<file path="config.mk">
export PLATFORM = sky130hd
export DESIGN_NAME = imem_loader
export DESIGN_NICKNAME = d
export VERILOG_FILES = /design/src/rtl/imem_pkg.sv /design/src/rtl/imem_word_assembler.sv /design/src/rtl/imem_loader.sv
export SDC_FILE = /design/constraint.sdc
export NUM_CORES = 1
export LEC_CHECK = 0
export CAP_MARGIN = 25
export CORE_ASPECT_RATIO = 2
export CORE_UTILIZATION = 25
export DETAILED_ROUTE_END_ITERATION = 6
export DONT_BUFFER_PORTS = 1
export SYNTH_ARGS = -nofsm -noshare
export SYNTH_HDL_FRONTEND = slang
export SYNTH_SLANG_ARGS = --single-unit
</file>
<file path="constraint.sdc">
create_clock -name i_Clk -period 2.8 [get_ports i_Clk]
set_input_delay 0.56 -clock i_Clk [delete_from_list [all_inputs] [get_ports i_Clk]]
set_output_delay 0.56 -clock i_Clk [all_outputs]
set_load 0.01 [all_outputs]
</file>
<file path="src/rtl/imem_pkg.sv">
// Shared definitions for the instruction-memory loader: default sizing, halt encoding,
// loader state enum and a small byte-sum helper.
package imem_pkg;

    localparam int          SIZE_IM_DEF   = 128;
    localparam logic [31:0] HALT_WORD_DEF = 32'hFC00_0000;
    localparam logic [5:0]  HALT_OPCODE   = 6'b111111;

    typedef enum logic [2:0] {
        ST_IDLE  = 3'd0,
        ST_RECV  = 3'd1,
        ST_WRITE = 3'd2,
`ifdef IMEM_LOADER_CHECKSUM_EN
        ST_CHECK = 3'd3,
`endif
        ST_DONE  = 3'd4
    } ld_state_e;

    function automatic logic [7:0] sum8(input logic [7:0] acc, input logic [7:0] b);
        return acc + b;
    endfunction

endpackage

</file>
<file path="src/rtl/imem_word_assembler.sv">
// Byte-to-word packer: shifts accepted bytes in big-endian order and flags the 4th byte.
module imem_word_assembler (
    input  logic        clk,
    input  logic        rst_n,
    input  logic        clear,
    input  logic        accept,
    input  logic [7:0]  byte_in,
    output logic [31:0] word,
    output logic        word_ready
);

    logic [23:0] shift_q, shift_d;
    logic [1:0]  cnt_q, cnt_d;

    // Next-state for the shift register and byte counter; clear wins over accept.
    always_comb begin
        shift_d = shift_q;
        cnt_d   = cnt_q;
        if (clear) begin
            shift_d = 24'd0;
            cnt_d   = 2'd0;
        end else if (accept) begin
            shift_d = {shift_q[15:0], byte_in};
            cnt_d   = cnt_q + 2'd1;
        end else begin
            shift_d = shift_q;
            cnt_d   = cnt_q;
        end
    end

    // Shift register and counter state.
    always_ff @(posedge clk or negedge rst_n) begin
        if (!rst_n) begin
            shift_q <= 24'd0;
            cnt_q   <= 2'd0;
        end else begin
            shift_q <= shift_d;
            cnt_q   <= cnt_d;
        end
    end

    // The full word includes the byte being accepted this cycle.
    assign word       = {shift_q, byte_in};
    assign word_ready = accept && !clear && (cnt_q == 2'd3);

endmodule

</file>
<file path="src/rtl/imem_loader.sv">
// Streams bytes into 32-bit words and writes them to instruction memory from address 0.
// Optional IMEM_LOADER_CHECKSUM_EN adds a trailing 8-bit checksum byte after the halt word.
module imem_loader
    import imem_pkg::*;
#(
    parameter int          SIZE_IM   = SIZE_IM_DEF,
    parameter logic [31:0] HALT_WORD = HALT_WORD_DEF
) (
    input  logic                       i_Clk,
    input  logic                       i_Rst_n,
    input  logic                       i_Start,
    input  logic [7:0]                 i_Byte,
    input  logic                       i_Byte_Valid,
    output logic                       o_Byte_Ready,
    output logic                       o_We,
    output logic [31:0]                o_Waddr,
    output logic [31:0]                o_Wdata,
    output logic                       o_Cpu_Hold,
    output logic                       o_Done,
    output logic [$clog2(SIZE_IM):0]   o_Words,
    output logic                       o_Err
);

    localparam int IDX_W   = (SIZE_IM > 1) ? $clog2(SIZE_IM) : 1;
    localparam int WORDS_W = $clog2(SIZE_IM) + 1;

    ld_state_e           state_q, state_d;
    logic [IDX_W-1:0]    idx_q, idx_d;
    logic [WORDS_W-1:0]  words_q, words_d;
    logic                we_q, we_d;
    logic [31:0]         waddr_q, waddr_d;
    logic [31:0]         wdata_q, wdata_d;
    logic                ready_q, ready_d;
    logic                hold_q, hold_d;
    logic                done_q, done_d;
    logic                err_q, err_d;
    logic                accept_s;
    logic                asm_accept_s;
    logic [31:0]         asm_word_s;
    logic                asm_ready_s;
`ifdef IMEM_LOADER_CHECKSUM_EN
    logic [7:0]          sum_q, sum_d;
`endif

    assign accept_s     = i_Byte_Valid && ready_q;
    assign asm_accept_s = accept_s && (state_q == ST_RECV);

    imem_word_assembler u_asm (
        .clk        (i_Clk),
        .rst_n      (i_Rst_n),
        .clear      (i_Start),
        .accept     (asm_accept_s),
        .byte_in    (i_Byte),
        .word       (asm_word_s),
        .word_ready (asm_ready_s)
    );

    // Next-state and output decode; i_Start restarts the load from any state.
    always_comb begin
        state_d = state_q;
        idx_d   = idx_q;
        words_d = words_q;
        we_d    = 1'b0;
        waddr_d = waddr_q;
        wdata_d = wdata_q;
        err_d   = err_q;
`ifdef IMEM_LOADER_CHECKSUM_EN
        sum_d   = sum_q;
`endif
        if (i_Start) begin
            state_d = ST_RECV;
            idx_d   = {IDX_W{1'b0}};
            words_d = {WORDS_W{1'b0}};
            err_d   = 1'b0;
`ifdef IMEM_LOADER_CHECKSUM_EN
            sum_d   = 8'd0;
`endif
        end else begin
            case (state_q)
                ST_IDLE: begin
                    state_d = ST_IDLE;
                end
                ST_RECV: begin
`ifdef IMEM_LOADER_CHECKSUM_EN
                    if (asm_accept_s) begin
                        sum_d = sum8(sum_q, i_Byte);
                    end else begin
                        sum_d = sum_q;
                    end
`endif
                    if (asm_ready_s) begin
                        state_d = ST_WRITE;
                        we_d    = 1'b1;
                        waddr_d = 32'({idx_q, 2'b00});
                        wdata_d = asm_word_s;
                        words_d = words_q + WORDS_W'(1);
                    end else begin
                        state_d = ST_RECV;
                    end
                end
                ST_WRITE: begin
                    if (wdata_q == HALT_WORD) begin
`ifdef IMEM_LOADER_CHECKSUM_EN
                        state_d = ST_CHECK;
`else
                        state_d = ST_DONE;
`endif
                    end else if (idx_q == IDX_W'(SIZE_IM - 1)) begin
                        state_d = ST_DONE;
                        err_d   = 1'b1;
                    end else begin
                        state_d = ST_RECV;
                        idx_d   = idx_q + IDX_W'(1);
                    end
                end
`ifdef IMEM_LOADER_CHECKSUM_EN
                ST_CHECK: begin
                    if (accept_s) begin
                        state_d = ST_DONE;
                        err_d   = (i_Byte != sum_q);
                    end else begin
                        state_d = ST_CHECK;
                    end
                end
`endif
                ST_DONE: begin
                    state_d = ST_DONE;
                end
                default: begin
                    state_d = ST_IDLE;
                end
            endcase
        end

        // Status outputs are registered copies of the decoded next state.
`ifdef IMEM_LOADER_CHECKSUM_EN
        ready_d = (state_d == ST_RECV) || (state_d == ST_CHECK);
        hold_d  = (state_d == ST_RECV) || (state_d == ST_WRITE) || (state_d == ST_CHECK);
`else
        ready_d = (state_d == ST_RECV);
        hold_d  = (state_d == ST_RECV) || (state_d == ST_WRITE);
`endif
        done_d  = (state_d == ST_DONE);
    end

    // State and registered outputs.
    always_ff @(posedge i_Clk or negedge i_Rst_n) begin
        if (!i_Rst_n) begin
            state_q <= ST_IDLE;
            idx_q   <= {IDX_W{1'b0}};
            words_q <= {WORDS_W{1'b0}};
            we_q    <= 1'b0;
            waddr_q <= 32'd0;
            wdata_q <= 32'd0;
            ready_q <= 1'b0;
            hold_q  <= 1'b0;
            done_q  <= 1'b0;
            err_q   <= 1'b0;
`ifdef IMEM_LOADER_CHECKSUM_EN
            sum_q   <= 8'd0;
`endif
        end else begin
            state_q <= state_d;
            idx_q   <= idx_d;
            words_q <= words_d;
            we_q    <= we_d;
            waddr_q <= waddr_d;
            wdata_q <= wdata_d;
            ready_q <= ready_d;
            hold_q  <= hold_d;
            done_q  <= done_d;
            err_q   <= err_d;
`ifdef IMEM_LOADER_CHECKSUM_EN
            sum_q   <= sum_d;
`endif
        end
    end

    assign o_Byte_Ready = ready_q;
    assign o_We         = we_q;
    assign o_Waddr      = waddr_q;
    assign o_Wdata      = wdata_q;
    assign o_Cpu_Hold   = hold_q;
    assign o_Done       = done_q;
    assign o_Words      = words_q;
    assign o_Err        = err_q;

endmodule

</file>
==> impl_results.md <==
* Grt ovf at 0
* Required time of the critical path at 3020 ps
* CTS tree: done
* Largest net degree at the start of global routing at 88
* Post-DP HPWL at 5.974 mm
* Io pins at 89
* RSZ-0062 raised after global routing: false
* TritonCTS Sinks at 87
* Worst EP arrival at 2500 ps
* Drt wl/cell at 16.13 um
* Layout cell share with drive strength beyond 1 at 19.13%
* Synth async-reset ratio at 100.0%
* Mapped Cells at 340
* Global routing usage on met1 at 12.90%
* Initial core utilization at 25.76%
* Initial antenna violation count at 0
* VDD IR-drop max at 0.3233 mV
* Number of flops mapped to enable cells by yosys at 0
* Final Util at 28.45%
* Synth Cell Area at 0.003859 mm2
* Sequential area share after synthesis at 56.42%
* Worst-Skew Late Latency at 340 ps
* Setup Crit Path Kind: reg -> reg
* Max-Cap Viols at 0
* Core area at 0.01498 mm2
* Row count at 63
* Final net count at 355
* Top cell type's share of synthesized area at 56.42%
* Synth area leaders: dfrtp_1 (56%), mux2_2 (10%), nand2_1 (5.5%), buf_4 (5.3%), a21oi_1 (4.0%)
* Met3 Resource Use GR at 3.042%
* Cells after DPL at 523
* Total Wirelength at 8.708 mm
* CTS H-tree depth at 3
* Finish-stage setup viols at 0
* Final GP Congestion at 0.7752
* Vias in the first global route at 2490
* Global-route wire length before repair at 14.19 mm
* Clk buf depth at 2
* Area after DPL at 0.003959 mm2
* Syn avg cell area at 11.35 um2
* Non-filler cells, final at 540
* Worst slew pin tran at 580.3 ps
* GRT met2 Usage at 20.35%
* Via count of the routed design at 2443
* Max_slew headroom at 60.96%
* Post-route antenna net violation count at 0
* Synth Warn # at 0
* Die Wd at 89.85 um
* Die Y at 177.7 um
* Synth unique cells at 40
* Setup Fix Bufs, Post-CTS at 0
* Multi-input gate area at 0.001450 mm2
* # fillers at 1577
* Synth-to-layout area growth at 10.44%
* Iter 0 DRT Violations at 308
* Outcome: finished, final reports clean
* Achievable Freq at 0.4389 GHz
* Hold Buf Count CTS at 1
* Clock-pin transition on the worst setup and hold timing paths at 70 ps
* Critical Path Fanout Max at 7
* Seq cells post-synth at 87
* Leading area contributor after synthesis: dfrtp_1
* GR Util All Layers at 11.64%
* Synth Flop Type: dfrtp_1
* Top Usage Layer GRT: met2
* Die Area at 0.01597 mm2
* Post-CTS sizing at 0
* Critical Path Sink Type: register
* Pleak at 1.930 nW
* Number of diodes at 0
* Num CTS Buffers at 9
* Skew final at 10.53 ps
* Setup TNS Final at 0 ps
* Drc violations at 0
* Vias/cell at 4.524
* HP Class: in -> async
* Port-buffer cells at 0
* Crit start category: register
* Post-synth top cells: dfrtp_1 (87), nand2_1 (57), mux2_2 (35)
* Period utilization at 81.37%
* Tmin final at 2278 ps
* Clk root buf: clkbuf_16
* Power Dens Cells at 633.1 mW/mm2
* Most common cell in the synthesized netlist: dfrtp_1
* DRT Pass-1 Iters at 4
* Max Slew Vio Count at 0
* Final instance area at 0.004262 mm2
* Sequential Area at 0.002177 mm2
* Final hold vios at 0
-- report_power, final --
group | total (W) | switching (W) | leakage, nW | internal (W)
sequential | 0.00138 | 0.0000666 | 1.19 | 0.00131
combinational | 0.000212 | 0.000123 | 0.615 | 0.0000891
clock | 0.00111 | 0.000505 | 0.129 | 0.000606
-- cells in the final DEF, fill, tap and decap left out, types with 2 or more instances in the layout --
| cell | Yosys | routed |
|---|---|---|
| o21a_1 | 2 | 2 |
| buf_4 | 27 | 6 |
| or4_1 | 3 | 3 |
| nand4_1 | 6 | 6 |
| mux2_1 | 5 | 5 |
| inv_1 | 6 | 6 |
| nor2_1 | 10 | 10 |
| nor4_1 | 8 | 8 |
| nor2b_1 | 3 | 3 |
| o21ai_0 | 7 | 7 |
| nor3_1 | 3 | 3 |
| conb_1 | 1 | 25 |
| nand3_1 | 3 | 3 |
| xor2_1 | 6 | 6 |
| clkinvlp_4 | 0 | 2 |
| and4b_1 | 2 | 2 |
| a21oi_1 | 31 | 31 |
| mux2_2 | 35 | 35 |
| o31ai_1 | 3 | 3 |
| clkinv_4 | 0 | 2 |
| xnor2_1 | 2 | 2 |
| dfrtp_1 | 87 | 87 |
| clkbuf_16 | 0 | 9 |
| ha_1 | 3 | 3 |
| nand2_1 | 57 | 57 |
-- routing by layer --
| metal | share of wire (%) | vias to the layer above | routed length, um |
|---|---|---|---|
| met5 | 0 | - | 0 |
| met4 | 2.8 | 0 | 241 |
| met3 | 5.3 | 13 | 462 |
| met2 | 54 | 82 | 4677 |
| met1 | 38 | 1225 | 3327 |
| li1 | - | 1123 | - |
-- cell type report --
| cell class | count | area share, % |
|---|---|---|
| inverter | 6 | 0.5285 |
| timing repair buffer | 8 | 2.173 |
| sequential | 87 | 51.09 |
| clock buffer | 10 | 5.373 |
| clock inverter | 6 | 1.086 |
| tap | 195 | 5.725 |
| multi-input combinational | 228 | 34.03 |
-- through the flow --
stage	total power [W]	worst slack (ps)	hold WS (ps)
floorplan	0.001536	1025	264.4
global placement	0.001584	536.4	266.3
detailed placement	0.001590	430.9	265.6
CTS	0.002734	416.7	145.1
global route	0.002809	336.1	159.3
finish	0.002698	521.7	116.6
-- flip-flops by register name, summed over array words and instances, names as in the netlist, 2 cells and up --
register	count
idx_q	7
o_Waddr	7
o_Wdata	32
o_Words	8
state_q	3
u_asm.cnt_q	2
u_asm.shift_q	24
-- cells by family after synthesis --
group / Yosys count / synth area share, %
AND/OR/NAND/NOR: 106 / 13.94
AO/OA/AOI/OAI: 46 / 6.744
multiplexers: 40 / 11.67
adder cells (fa/ha/maj): 3 / 0.9729
other: 1 / 0.09718
XOR/XNOR: 8 / 1.816
buffers and inverters: 49 / 8.333
flip-flops: 87 / 56.42
-- worst max-delay path, stage by stage, from the launching register on --
cell	delay [ps]
dfrtp_1	420
nor4_1	560
nand4_1	300
o2111ai_2	430
nor4_1	110
mux2_1	330
-- final timing paths --
path	slack, ps	to	cells after the start	start
worst max-delay path	520	idx_q[5]	5	o_Wdata[16]
worst min-delay path	120	o_Wdata[6]	1	i_Rst_n
worst max register to register	520	idx_q[5]	5	o_Wdata[16]
worst min register to register	500	o_Wdata[30]	1	u_asm.shift_q[22]
max in group asynchronous	2310	o_Words[7]	1	i_Rst_n
min in group i_Clk	280	idx_q[1]	1	i_Start
Note: power is estimated with default switching activity, not from simulation.
